## src/rtl/coco_timer.sv

```systemverilog
// coco_timer: memory-mapped countdown timer with one-shot and auto-reload modes.
// Optional prescaler enabled by defining TIMER_PRESCALE_EN.
module coco_timer #(
    parameter int unsigned PRESCALE = 16
) (
    input  logic        Clk,
    input  logic        Reset,
    input  logic [1:0]  Addr,
    input  logic        WE,
    input  logic [31:0] DIN,
    output logic [31:0] DOUT,
    output logic        IRQ
);

    typedef enum logic [1:0] {
        S_IDLE,
        S_LOAD,
        S_CNT,
        S_INT
    } state_t;

    state_t      state;
    state_t      state_n;
    logic [3:0]  ctrl;
    logic [31:0] preset;
    logic [31:0] count;
    logic        irq_flag;
    logic        tick;
    logic        ctrl_we;
    logic        preset_we;
    logic        auto_mode;
    logic        count_last;

    generate
        if (PRESCALE < 1 || PRESCALE > 65535) begin : g_bad_prescale
            $error("coco_timer: PRESCALE out of range 1..65535");
        end
    endgenerate

    assign ctrl_we    = WE && (Addr == 2'd0);
    assign preset_we  = WE && (Addr == 2'd1);
    assign auto_mode  = (ctrl[2:1] == 2'b01);
    assign count_last = (count <= 32'd1);

`ifdef TIMER_PRESCALE_EN
    localparam logic [15:0] PS_LAST = 16'(PRESCALE - 1);

    logic [15:0] presc;

    assign tick = (presc == PS_LAST);

    always_ff @(posedge Clk or negedge Reset) begin
        if (!Reset) begin
            presc <= '0;
        end else if (state == S_LOAD) begin
            presc <= '0;
        end else if (state == S_CNT && ctrl[0]) begin
            presc <= tick ? 16'd0 : presc + 16'd1;
        end
    end
`else
    assign tick = 1'b1;
`endif

    always_comb begin
        state_n = state;
        unique case (state)
            S_IDLE: if (ctrl[0]) state_n = S_LOAD;
            S_LOAD: state_n = S_CNT;
            S_CNT: begin
                if (!ctrl[0])
                    state_n = S_IDLE;
                else if (tick && count_last)
                    state_n = S_INT;
            end
            S_INT: state_n = auto_mode ? S_LOAD : S_IDLE;
        endcase
    end

    always_ff @(posedge Clk or negedge Reset) begin
        if (!Reset)
            state <= S_IDLE;
        else
            state <= state_n;
    end

    // A CPU write on the same edge as the hardware Enable clear takes priority.
    always_ff @(posedge Clk or negedge Reset) begin
        if (!Reset) begin
            ctrl <= '0;
        end else if (ctrl_we) begin
            ctrl <= DIN[3:0];
        end else if (state == S_INT && !auto_mode) begin
            ctrl[0] <= 1'b0;
        end
    end

    always_ff @(posedge Clk or negedge Reset) begin
        if (!Reset)
            preset <= '0;
        else if (preset_we)
            preset <= DIN;
    end

    always_ff @(posedge Clk or negedge Reset) begin
        if (!Reset) begin
            count <= '0;
        end else if (state == S_LOAD) begin
            count <= preset;
        end else if (state == S_CNT && ctrl[0] && tick) begin
            count <= count_last ? 32'd0 : count - 32'd1;
        end
    end

    always_ff @(posedge Clk or negedge Reset) begin
        if (!Reset)
            irq_flag <= 1'b0;
        else if (ctrl_we || preset_we)
            irq_flag <= 1'b0;
        else if (state == S_INT)
            irq_flag <= 1'b1;
        else if (state == S_LOAD)
            irq_flag <= 1'b0;
    end

    assign IRQ = ctrl[3] & irq_flag;

    always_comb begin
        DOUT = '0;
        unique case (Addr)
            2'd0: DOUT = {28'd0, ctrl};
            2'd1: DOUT = preset;
            2'd2: DOUT = count;
            2'd3: DOUT = '0;
        endcase
    end

endmodule

```

## config.mk

```make
export PLATFORM = sky130hd
export DESIGN_NAME = coco_timer
export DESIGN_NICKNAME = d
export VERILOG_FILES = /design/src/rtl/coco_timer.sv
export SDC_FILE = /design/constraint.sdc
export NUM_CORES = 1
export LEC_CHECK = 0
export ABC_AREA = 0
export BUFFER_PORTS_ARGS = -buffer_cell sky130_fd_sc_hd__buf_2
export CAP_MARGIN = 30
export CELL_PAD_IN_SITES_DETAIL_PLACEMENT = 0
export CELL_PAD_IN_SITES_GLOBAL_PLACEMENT = 1
export CORE_MARGIN = 8
export CORE_UTILIZATION = 35
export DETAILED_ROUTE_END_ITERATION = 12
export PLACE_DENSITY = 0.63
export SLEW_MARGIN = 20
export SYNTH_ARGS = -nofsm -noshare
export SYNTH_HDL_FRONTEND = slang
export SYNTH_SLANG_ARGS = --single-unit
```

## constraint.sdc

```tcl
create_clock -name Clk -period 8.04 [get_ports Clk]
set_clock_uncertainty 0.05 [all_clocks]
set_input_delay 0.804 -clock Clk [delete_from_list [all_inputs] [get_ports Clk]]
set_output_delay 0.804 -clock Clk [all_outputs]
set_load 0.1 [all_outputs]
```

## Yosys cells after proc, flatten, opt, wreduce, memory -nomap -nowiden

Index checks and enable logic that the tools add are counted.

| cells by class | value |
|---|---|
| order comparisons | 1 |
| muxes and demuxes | 14 |
| add/subtract/negate cells | 1 |
| bitwise logic cells | 1 |
| reduce and logical (&&, ||, !) cells | 12 |
| eq/ne operators | 9 |

Operator list:

| kind | number |
|---|---|
| $pmux W32 S4 | 1 |
| $mux W32 | 3 |
| $le A32 B1 Y1 const B | 1 |
| $sub A32 B1 Y32 const B | 1 |
| $eq A2 B2 Y1 const B | 4 |
| $pmux W2 S4 | 1 |
| $eq A2 B1 Y1 const B | 3 |
| $mux W1 | 6 |
| $mux W2 | 3 |
| $logic_and A1 B1 Y1 | 4 |
| $logic_not A2 Y1 | 2 |
| $reduce_bool A2 Y1 | 2 |
| $ne A3 B3 Y1 const B | 1 |
| $reduce_bool A3 Y1 | 1 |
| $ne A2 B2 Y1 const B | 1 |
| $reduce_and A2 Y1 | 1 |
| $and A1 B1 Y1 | 1 |
| $logic_not A1 Y1 | 1 |
| $logic_or A1 B1 Y1 | 1 |

| storage, ports and cells | value |
|---|---|
| output and inout port bits | 33 |
| word-level logic and storage cells | 44 |
| bits of input ports | 37 |
| register bits | 71 |

## Depth between registers and ports, before layout

| logic depth | value |
|---|---|
| word-level depth | 5 |
| mapped depth | 9 |

## Worst setup path after synthesis

OpenSTA, ideal clock, no wires.

| path | value |
|---|---|
| path kind | input to output |
| start point | input Addr[1] |
| end point | output DOUT[0] |
| stages | 3 |
| slack | 3898 ps |
| path buffers | 1 |
| data arrival time | 3288 ps |
| cells stage by stage | clkbuf_1 mux2i_1 o21ai_0 |

| on the way | value |
|---|---|
| cells in the longest elaborated chain, start to end | 2 |

RTL lines:

| element | RTL line | source |
|---|---|---|
| start: declaration | 8 | `input logic [1:0] Addr,` |
| $eq A2 B2 Y1, or another cell as far along | 130 | `unique case (Addr)` |
| $pmux W32 S4 * | 130 |  |
| end: declaration | 11 | `output logic [31:0] DOUT,` |

Every way passes the cells marked *; elsewhere a longest branch is shown, timed or not.

## Worst setup path after layout

| path | value |
|---|---|
| start point | input Addr[1] |
| end point | output DOUT[17] |

The elaborated chain is that of the path after synthesis.

==> qor.csv <==
metric;value;unit
Slew HR;0.389;
RD Place Congestion;0.784;
Net Switching;0.000748;W
fraction of registers with async set/reset;1.00;
Post-CTS Setup Bufs;0;
Placed Cells;565;
Register-to-Register Setup Slack;4670;ps
commonest cells after routing, fill and taps aside;dfrtp_1, buf_2, mux2_2, a22o_1, nand2_1;
Placement Cell Area;4340;µm²
EDFF count, synth;0;
I/O pin count;70;
setup TNS;0;ps
count of final setup violators;0;
Core Region;10900;µm²
CTS Buf Count;9;
IO Port Bufs;69;
CP Launch Point;Addr[1];
CP Launch Type;input port;
Pins Over Slew Limit;0;
CTS hold repair buffers;0;
Finished Layout Cells;582;
DR DRC count;0;
CP endpoint kind;output pin;
Cells after Synth;380;
share of layout cells above drive strength 1;0.296;
Clk pin slew, worst setup/hold paths;80;ps
post-synthesis cell area;3910;µm²
Post-synth top flop;dfrtp_1;
DR vias;3324;
Final Hold Viols;0;
row cnt;38;
switch share;0.463;
Synth Register Bits;71;
status;complete, no violations;
Crit Path Class;input port to output pin;
clk sinks;71;
die area;14800;µm²
Syn. warnings;0;
DR iter-0 viols;226;
worst min-delay path class;input port to asynchronous set/reset pin;
chip width;122;µm
Post-DP HPWL;7760;µm
minimum clock period;3420;ps
root buf cell;clkbuf_8;
Syn Area/Cell;10.3;µm²
P_leak;1.92;nW
Filler Cells Inserted;1093;
ANT cells;0;
vias in the first global route;3346;
Worst-Margin Slew;916;ps
CTS tree;built;
Max Cap Viol;0;
Int Pwr;0.000867;W
Worst Path Max Fanout;15;
unrepaired setup endpoints after global routing;no;
Setup WS pre-CTS;4570;ps
Post-DRT Antenna Nets;0;
maximum VDD drop;0.000124;V
part of the Yosys area used for sequential elements;0.454;
CP arrival;2570;ps
final WL;11200;µm
Reg power frac;0.380;
Clk pwr share;0.195;
Comb pwr share;0.424;
Clock Latency Late Sink;360;ps
final instance area;4580;µm²
commonest non-fill, non-tap cell in the layout;dfrtp_1;
Tcrit/Tclk final;0.425;
number of antenna violations at the first check in global routing;0;
Max Clock Freq;292;MHz
Via density;5.71;
layout overhead on the synthesized area;17.0;%
Total Power;0.00161;W
largest net degree at the start of global routing;72;
final worst slack;4620;ps
first-pass GRT wire length;18200;µm
Pre-antenna DRT Iters;4;
Pwr Density;353;nW/µm²
die extent in y;122;µm
H-Tree Level Count;3;
nets;477;
grt total ovfl;0;
Critical Path End;DOUT[17];
RR Startpoint;count[18]$_DFFE_PN0P_;
Initial Util;0.359;
post-synth cell types;51;
Worst Path Required;7190;ps
post-synth net total;419;
GRT Total Usage;0.156;
Register-to-Register Path Depth;6;
Clock Path Buffers;2;
routed len/inst;19.3;µm
worst r2r dst;count[29]$_DFFE_PN0P_;
Resized cells post-CTS;0;
## sequential cells by signal (all words and copies together) (netlist names)
signal and flops:
count 32, preset 32, ctrl 4, state 2, irq_flag 1
## per-layer routing
layer,wire [µm],vias to the layer above,global-route usage
li1,-,1579,-
met1,5150,1649,0.205
met2,5260,81,0.244
met3,665,15,0.0384
met4,172,0,0.0555
met5,0,-,0
## synth_stat cells, types with 3 or more instances
cell / n / share of area
a21oi_1: 13 / 0.017
o31ai_1: 4 / 0.0077
or4_1: 8 / 0.015
o211ai_1: 7 / 0.013
buf_1: 3 / 0.0029
nor3_1: 10 / 0.013
dfrtp_1: 71 / 0.45
inv_1: 3 / 0.0029
nand2_1: 24 / 0.023
o311ai_0: 5 / 0.011
nor2_1: 11 / 0.011
nand2b_1: 4 / 0.0064
o21ai_0: 21 / 0.027
clkbuf_1: 21 / 0.020
o22ai_1: 3 / 0.0048
nor3b_1: 3 / 0.0058
mux2_2: 35 / 0.10
and2_1: 5 / 0.0080
and3_1: 6 / 0.0096
nor4_1: 9 / 0.014
a22o_1: 30 / 0.067
a22oi_1: 8 / 0.015
nor2b_1: 7 / 0.011
a221o_1: 6 / 0.015
nand3b_1: 3 / 0.0058
mux2i_1: 4 / 0.010
or3_1: 8 / 0.013
nand3_1: 15 / 0.019
## worst max-delay path, cell delays in order
cell and delay [ps]:
buf_2 180, nor2b_2 620, buf_4 340, a22o_1 180, buf_2 430
## area by class of cell
class	instances	area [µm²]	area share
inverter	4	15.0	0.00328
clock buffer	11	141	0.0309
timing repair buffer	76	410	0.0897
tap	140	175	0.0383
sequential	71	1780	0.388
multi-input combinational	276	1990	0.434
clock inverter	4	70.1	0.0153
## power by group through the flow
stage	sequential (W)	combinational [W]	clock [W]
2_1_floorplan	0.000559	0.000587	0
3_3_place_gp	0.000617	0.000680	0
3_5_place_dp	0.000619	0.000686	0
4_1_cts	0.000612	0.000688	0.000326
5_1_grt	0.000635	0.000740	0.000341
6_report	0.000614	0.000685	0.000315
## logic make-up after synthesis
kind of cell    count (synthesis)  share of synthesized area
simple gates                  122                      0.177
compound gates                111                      0.208
flops                          71                      0.454
mux                            39                      0.111
buf+inv                        33                     0.0397
xor+xnor                        2                    0.00448
fa+ha+maj                       2                    0.00639
## how the worst min path moves through the flow
stage	to	depth (start not counted)	slack [ps]	start
global route	preset[3]$_DFFE_PN0P_	2	450	Reset
CTS	preset[29]$_DFFE_PN0P_	1	490	preset[29]$_DFFE_PN0P_
floorplan	count[15]$_DFFE_PN0P_	2	420	preset[15]$_DFFE_PN0P_
global placement	count[14]$_DFFE_PN0P_	2	460	preset[14]$_DFFE_PN0P_
finish	preset[3]$_DFFE_PN0P_	2	420	Reset
detailed placement	ctrl[1]$_DFFE_PN0P_	1	470	ctrl[1]$_DFFE_PN0P_
## through the flow
step                 util  hold slack [ps]
floorplan               -              424
global placement    0.398              465
detailed placement  0.398              472
CTS                 0.418              485
global route        0.420              446
finish              0.420              422
No activity file was read; power rests on OpenSTA's default activity.
